===== src/rtl/key_pkg.sv =====
// Shared types and constants for the keypad front end.
// Key codes are {row_idx, col_idx} of the matrix position.
package key_pkg;

    typedef enum logic [2:0] {
        SCAN     = 3'd0,
        DEBOUNCE = 3'd1,
        PRESS    = 3'd2,
        HELD     = 3'd3,
        RELEASE  = 3'd4
    } scan_state_t;

    localparam logic [3:0] KEY_0    = 4'h0;
    localparam logic [3:0] KEY_1    = 4'h1;
    localparam logic [3:0] KEY_2    = 4'h2;
    localparam logic [3:0] KEY_3    = 4'h3;
    localparam logic [3:0] KEY_4    = 4'h4;
    localparam logic [3:0] KEY_5    = 4'h5;
    localparam logic [3:0] KEY_6    = 4'h6;
    localparam logic [3:0] KEY_7    = 4'h7;
    localparam logic [3:0] KEY_8    = 4'h8;
    localparam logic [3:0] KEY_9    = 4'h9;
    localparam logic [3:0] KEY_OP_A = 4'hA;
    localparam logic [3:0] KEY_OP_B = 4'hB;
    localparam logic [3:0] KEY_OP_C = 4'hC;
    localparam logic [3:0] KEY_OP_D = 4'hD;
    localparam logic [3:0] KEY_OP_E = 4'hE;
    localparam logic [3:0] KEY_EQ   = 4'hF;

    localparam logic [3:0] COL_RESET = 4'b1110;

    // True when exactly one active-low line is asserted.
    function automatic logic one_low(input logic [3:0] lines);
        return $countones(~lines) == 1;
    endfunction

    // Index of the (highest) low line in an active-low group.
    function automatic logic [1:0] low_index(input logic [3:0] lines);
        logic [1:0] idx;
        idx = 2'd0;
        for (int i = 0; i < 4; i++) begin
            if (!lines[i]) idx = 2'(i);
        end
        return idx;
    endfunction

endpackage


===== src/rtl/key_sync.sv =====
// Two-flop synchronizer for asynchronous level inputs.
// Resets to all-ones so idle pulled-up lines read as inactive.
module key_sync #(
    parameter int WIDTH = 1
) (
    input  logic             IN_clk,
    input  logic             IN_reset,
    input  logic [WIDTH-1:0] d,
    output logic [WIDTH-1:0] q
);

    logic [WIDTH-1:0] meta;

    // Two-stage capture of the asynchronous input.
    always_ff @(posedge IN_clk or negedge IN_reset) begin
        if (!IN_reset) begin
            meta <= '1;
            q    <= '1;
        end else begin
            meta <= d;
            q    <= meta;
        end
    end

endmodule


===== src/rtl/key_scan.sv =====
// 4x4 keypad scanner with press/release debounce.
// Emits one OUT_key strobe per physical press.
module key_scan
    import key_pkg::*;
#(
    parameter int SCAN_DIV     = 50000,
    parameter int DEBOUNCE_CNT = 500000
) (
    input  logic       IN_clk,
    input  logic       IN_reset,
    input  logic [3:0] IN_row,
    output logic [3:0] OUT_col,
    output logic [3:0] OUT_value,
    output logic       OUT_key,
    output logic [2:0] OUT_scan_state
);

    localparam int DW = $clog2(SCAN_DIV);
    localparam int CW = $clog2(DEBOUNCE_CNT);
    localparam logic [DW-1:0] DWELL_LAST = DW'(SCAN_DIV - 1);
    localparam logic [CW-1:0] CNT_LAST   = CW'(DEBOUNCE_CNT - 1);

    logic [3:0]    row_s;
    scan_state_t   state, state_n;
    logic [3:0]    col, col_n;
    logic [3:0]    pat, pat_n;
    logic [3:0]    value, value_n;
    logic [1:0]    row_idx, row_idx_n;
    logic [DW-1:0] dwell, dwell_n;
    logic [CW-1:0] cnt, cnt_n;
    logic [3:0]    col_next;

    key_sync #(
        .WIDTH(4)
    ) u_sync (
        .IN_clk  (IN_clk),
        .IN_reset(IN_reset),
        .d       (IN_row),
        .q       (row_s)
    );

    assign col_next = {col[2:0], col[3]};

    // Next-state and datapath decisions for the scan FSM.
    always_comb begin
        state_n   = state;
        col_n     = col;
        pat_n     = pat;
        value_n   = value;
        row_idx_n = row_idx;
        dwell_n   = dwell;
        cnt_n     = cnt;
        unique case (state)
            SCAN: begin
                if (dwell == DWELL_LAST) begin
                    dwell_n = '0;
                    if (one_low(row_s)) begin
                        pat_n     = row_s;
                        row_idx_n = low_index(row_s);
                        cnt_n     = '0;
                        state_n   = DEBOUNCE;
                    end else begin
                        col_n = col_next;
                    end
                end else begin
                    dwell_n = dwell + 1'b1;
                end
            end
            DEBOUNCE: begin
                if (row_s == pat) begin
                    if (cnt == CNT_LAST) begin
                        value_n = {row_idx, low_index(col)};
                        cnt_n   = '0;
                        state_n = PRESS;
                    end else begin
                        cnt_n = cnt + 1'b1;
                    end
                end else begin
                    col_n   = col_next;
                    dwell_n = '0;
                    state_n = SCAN;
                end
            end
            PRESS: begin
                cnt_n   = '0;
                state_n = HELD;
            end
            HELD: begin
                if (row_s == 4'hF) begin
                    cnt_n   = '0;
                    state_n = RELEASE;
                end
            end
            RELEASE: begin
                if (row_s == 4'hF) begin
                    if (cnt == CNT_LAST) begin
                        col_n   = col_next;
                        dwell_n = '0;
                        state_n = SCAN;
                    end else begin
                        cnt_n = cnt + 1'b1;
                    end
                end else begin
                    cnt_n   = '0;
                    state_n = HELD;
                end
            end
            default: begin
                col_n   = COL_RESET;
                dwell_n = '0;
                cnt_n   = '0;
                state_n = SCAN;
            end
        endcase
    end

    // State, column and counter registers.
    always_ff @(posedge IN_clk or negedge IN_reset) begin
        if (!IN_reset) begin
            state   <= SCAN;
            col     <= COL_RESET;
            pat     <= 4'hF;
            value   <= KEY_0;
            row_idx <= 2'd0;
            dwell   <= '0;
            cnt     <= '0;
        end else begin
            state   <= state_n;
            col     <= col_n;
            pat     <= pat_n;
            value   <= value_n;
            row_idx <= row_idx_n;
            dwell   <= dwell_n;
            cnt     <= cnt_n;
        end
    end

    assign OUT_col        = col;
    assign OUT_value      = value;
    assign OUT_key        = (state == PRESS);
    assign OUT_scan_state = state;

endmodule

===== config.mk =====
export PLATFORM = sky130hd
export DESIGN_NAME = key_scan
export DESIGN_NICKNAME = d
export VERILOG_FILES = /design/src/rtl/key_pkg.sv /design/src/rtl/key_sync.sv /design/src/rtl/key_scan.sv
export SDC_FILE = /design/constraint.sdc
export NUM_CORES = 1
export LEC_CHECK = 0
export ABC_AREA = 1
export CORE_ASPECT_RATIO = 0.6
export CORE_MARGIN = 10
export CORE_UTILIZATION = 55
export CTS_CLUSTER_SIZE = 30
export DETAILED_ROUTE_END_ITERATION = 6
export PLACE_DENSITY = 0.85
export RECOVER_POWER = 100
export SLEW_MARGIN = 10
export SYNTH_ARGS = -nofsm -noshare
export SYNTH_HDL_FRONTEND = slang
export SYNTH_SLANG_ARGS = --single-unit

===== constraint.sdc =====
create_clock -name IN_clk -period 2.3 [get_ports IN_clk]
set_clock_uncertainty 0.15 [all_clocks]
set_input_delay 0.46 -clock IN_clk [delete_from_list [all_inputs] [get_ports IN_clk]]
set_output_delay 0.46 -clock IN_clk [all_outputs]
set_load 0.01 [all_outputs]

==> results by group <==
Placed design
  • Cell Area, Placed: 3950 um2
  • Port bufs: 17
  • DP Wirelength: 6450 um
  • Routability cong.: 0.996

Worst setup path
  • Crit path largest cell delay: 540 ps
  • WP data required: between 2000 and 2500 ps
  • CP startpoint kind: flip-flop
  • Setup CP Type: flip-flop to flip-flop
  • Worst setup EP type: flip-flop
  • Crit path DAT: 2680 ps
  • Critical path, cell by cell: fa_1 > inv_1 > ha_2 > ha_4 > nor3b_4 > nor2_1 > nor2_1 > nand2_2 > inv_4 > nand3_4 > nand2_1 > nand2_1
  • Max Fanout on Critical Path: 8
  • Slowest cell on the critical path: dfstp_2

Floorplanning
  • Core box area: 6220 um2
  • # IOs: 18
  • Die area: 10300 um2
  • Rows: 22
  • Initial core utilization: 57.9%
  • Die Span X: between 100 and 150 um
  • Die H: 82.7 um

Cells and area
  • Fin area: 4290 um2
  • Final core occ: between 60% and 70%
  • Share of layout cells above drive strength 1: 21.1%
  • Area growth from synthesis to layout: 19.0%
  • Fill cells: 510
  • # diodes: 0
  • NumNets Final: 557

Global route
  • All-Layer GR Usage: 18.7%
  • First-pass GRT wire length: 15500 um
  • Pin count of the biggest net entering global routing: 38
  • GRT overflow: 0
  • Initial antenna violation count: 0
  • Vias in the first global route: 3191

CTS
  • Max clock buf depth: 2
  • Skew-Pair Late Insertion Delay: 350 ps
  • H-tree levels: 3
  • Clock Pin Slew Worst Setup and Hold Paths: 70 ps
  • CTS Root Cell: clkbuf_8
  • CTS tree: yes
  • TritonCTS sink count: 60
  • Num CTS Buffers: 9

Worst hold path
  • Hold Crit Class: flip-flop to flip-flop

Detailed routing
  • Drt pass-1 iters: 5
  • Routed len/inst: ~15 um
  • DRT antenna net count: 0
  • DRC: 0
  • Detailed Route WL: 9510 um
  • Total number of vias: 3525
  • Via/cell ratio: 5.56
  • Initial DRC Count: 330

Outcome
  • Failing checks: setup timing
  • Status: finished with violations

Flow run
  • Number of max-cap violations: 0

Timing
  • Fin. max-slew vios: 0
  • Final setup TNS: -6660 ps
  • Worst Tran Pin Value: 580 ps
  • Maximum clock rate: 0.385 GHz
  • Setup slack after layout: -297 ps
  • RSZ-0062 raised after global routing: yes
  • Slew HR: 60.9%
  • Crit share post-route: 113%
  • Final setup vio count: 32
  • Fin crit period: 2600 ps
  • Final hold vios: 0

Logic synthesis
  • Register area share after synthesis: between 40 and 50%
  • Post-Synthesis Net Count: roughly 520
  • Cell variety after synth: 26
  • Synthesis-stage register bit count: 60
  • Post-Syn Area: 3600 um2
  • Synth warnings: 0
  • Mean Syn Cell Area: 7.15 um2
  • Synth Instances: ~500

Power and ir drop
  • Power Density: between 400 and 500 nW/um2
  • Leak: 2.15 nW
  • Peak VDD IR: 0.388 mV
## layout make-up
class	instances	area, um2	share of cell area, %
Multi-Input combinational cell	372	1940	45.3
Sequential cell	60	1520	35.5
Timing Repair Buffer	34	302	7.03
Inverter	68	258	6.01
Clock buffer	14	153	3.56
Tap cell	84	105	2.45
Clock inverter	2	10.0	0.233
## report_power, final
| part | leakage (nW) | internal [mW] | switching (mW) | total [mW] |
|---|---|---|---|---|
| registers | 0.771 | 1.07 | 0.00484 | 1.07 |
| logic | 1.30 | 0.0410 | 0.0606 | 0.102 |
| clock network | 0.0844 | 0.418 | 0.411 | 0.829 |
| total | 2.15 | 1.53 | 0.476 | 2.00 |
## metal layers
metal  up-vias  global-route usage (%)  routed length (um)
li1       1668                       -                   -
met2       200                    27.3                4010
met4         0                    7.99                 195
met5         -                       0                   0
met3        27                    6.87                 967
met1      1630                    24.5                4330
## final timing paths
path | startpoint | end | slack [ps] | depth (start not counted)
worst max-delay path | u_sync.q[1] | cnt[2] | -300 | 12
worst min-delay path | u_sync.meta[2] | u_sync.q[2] | 210 | 0
worst max register to register | u_sync.q[1] | cnt[2] | -300 | 12
worst min register to register | u_sync.meta[2] | u_sync.q[2] | 210 | 0
max in group asynchronous | IN_reset | u_sync.meta[3] | 1060 | 3
min in group asynchronous | IN_reset | dwell[7] | 500 | 3
## placed cells by master (no fill, tap or decap), drive strengths merged
cell,netlist,final
clkbuf,2,14
a22oi,1,1
or2,12,12
dfstp,15,15
a21oi,2,2
inv,68,68
nand3,43,44
clkinv,0,2
nand4,20,20
xor2,12,12
nand2,188,188
clkdlybuf4s50,0,15
nor3b,2,2
dlygate4sd3,0,1
dfrtp,45,45
nor3,6,6
ha,5,5
buf,3,17
dlygate4sd2,0,1
fa,1,1
nor2,56,56
o21ai,23,23
## cells in the mapped netlist, drive strengths merged
library cell | count | share of area, %
clkbuf | 2 | 0.21
buf | 3 | 0.94
nor3b | 2 | 0.42
or2 | 12 | 2.1
dfrtp | 45 | 31
a21oi | 2 | 0.38
o21ai | 23 | 3.2
ha | 5 | 1.7
a22oi | 1 | 0.21
nand3 | 43 | 6.8
nor3 | 6 | 1.3
nand4 | 20 | 3.5
dfstp | 15 | 11
fa | 1 | 0.56
inv | 68 | 7.1
nand2 | 188 | 20
nor2 | 56 | 6.5
xor2 | 12 | 2.9
## cell families (layout without fill, tap and decap cells)
family | Yosys count | after routing | share of synthesized area (%)
buffers and inverters | 73 | 118 | 8.23
XOR/XNOR | 12 | 12 | 2.92
AND/OR/NAND/NOR | 327 | 328 | 40.6
adder cells (fa/ha/maj) | 6 | 6 | 2.29
AO/OA/AOI/OAI | 26 | 26 | 3.79
flip-flops | 60 | 60 | 42.2
## registers in the layout, indices dropped and copies added (netlist names)
| name | cells |
|---|---|
| row_idx | 2 |
| OUT_scan_state | 3 |
| OUT_value | 4 |
| OUT_col | 4 |
| cnt | 19 |
| u_sync.q | 4 |
| dwell | 16 |
| u_sync.meta | 4 |
| pat | 4 |
## stage by stage
stage / hold WS (ps) / std cells / power (mW) / worst slack [ps]
2_1_floorplan: 14.4 / 504 / 1.12 / -156
3_5_place_dp: 197 / 615 / 1.17 / -238
3_3_place_gp: 196 / 615 / 1.17 / -190
5_1_grt: 215 / 634 / 2.08 / -416
6_report: 213 / 634 / 2.00 / -297
4_1_cts: 213 / 633 / 2.01 / -202
## what timing repair did
action / in CTS / in global routing
endpoints found under the setup margin: 33 / 37
gates cloned: 1 / 0
hold buffers: 1 / 0
pin swaps: 9 / 5
buffers inserted: 0 / 1
endpoints found under the hold margin: 20 / 0
gates resized for setup: 25 / 28
## worst max-delay path: cells and delay by family, from the launching register on
kind	cells	cell delay, ps
AND/OR/NAND/NOR	7	820
buffers and inverters	2	170
adder cells (fa/ha/maj)	3	800
flip-flops	1	540
Note: power is estimated with default switching activity, not from simulation.
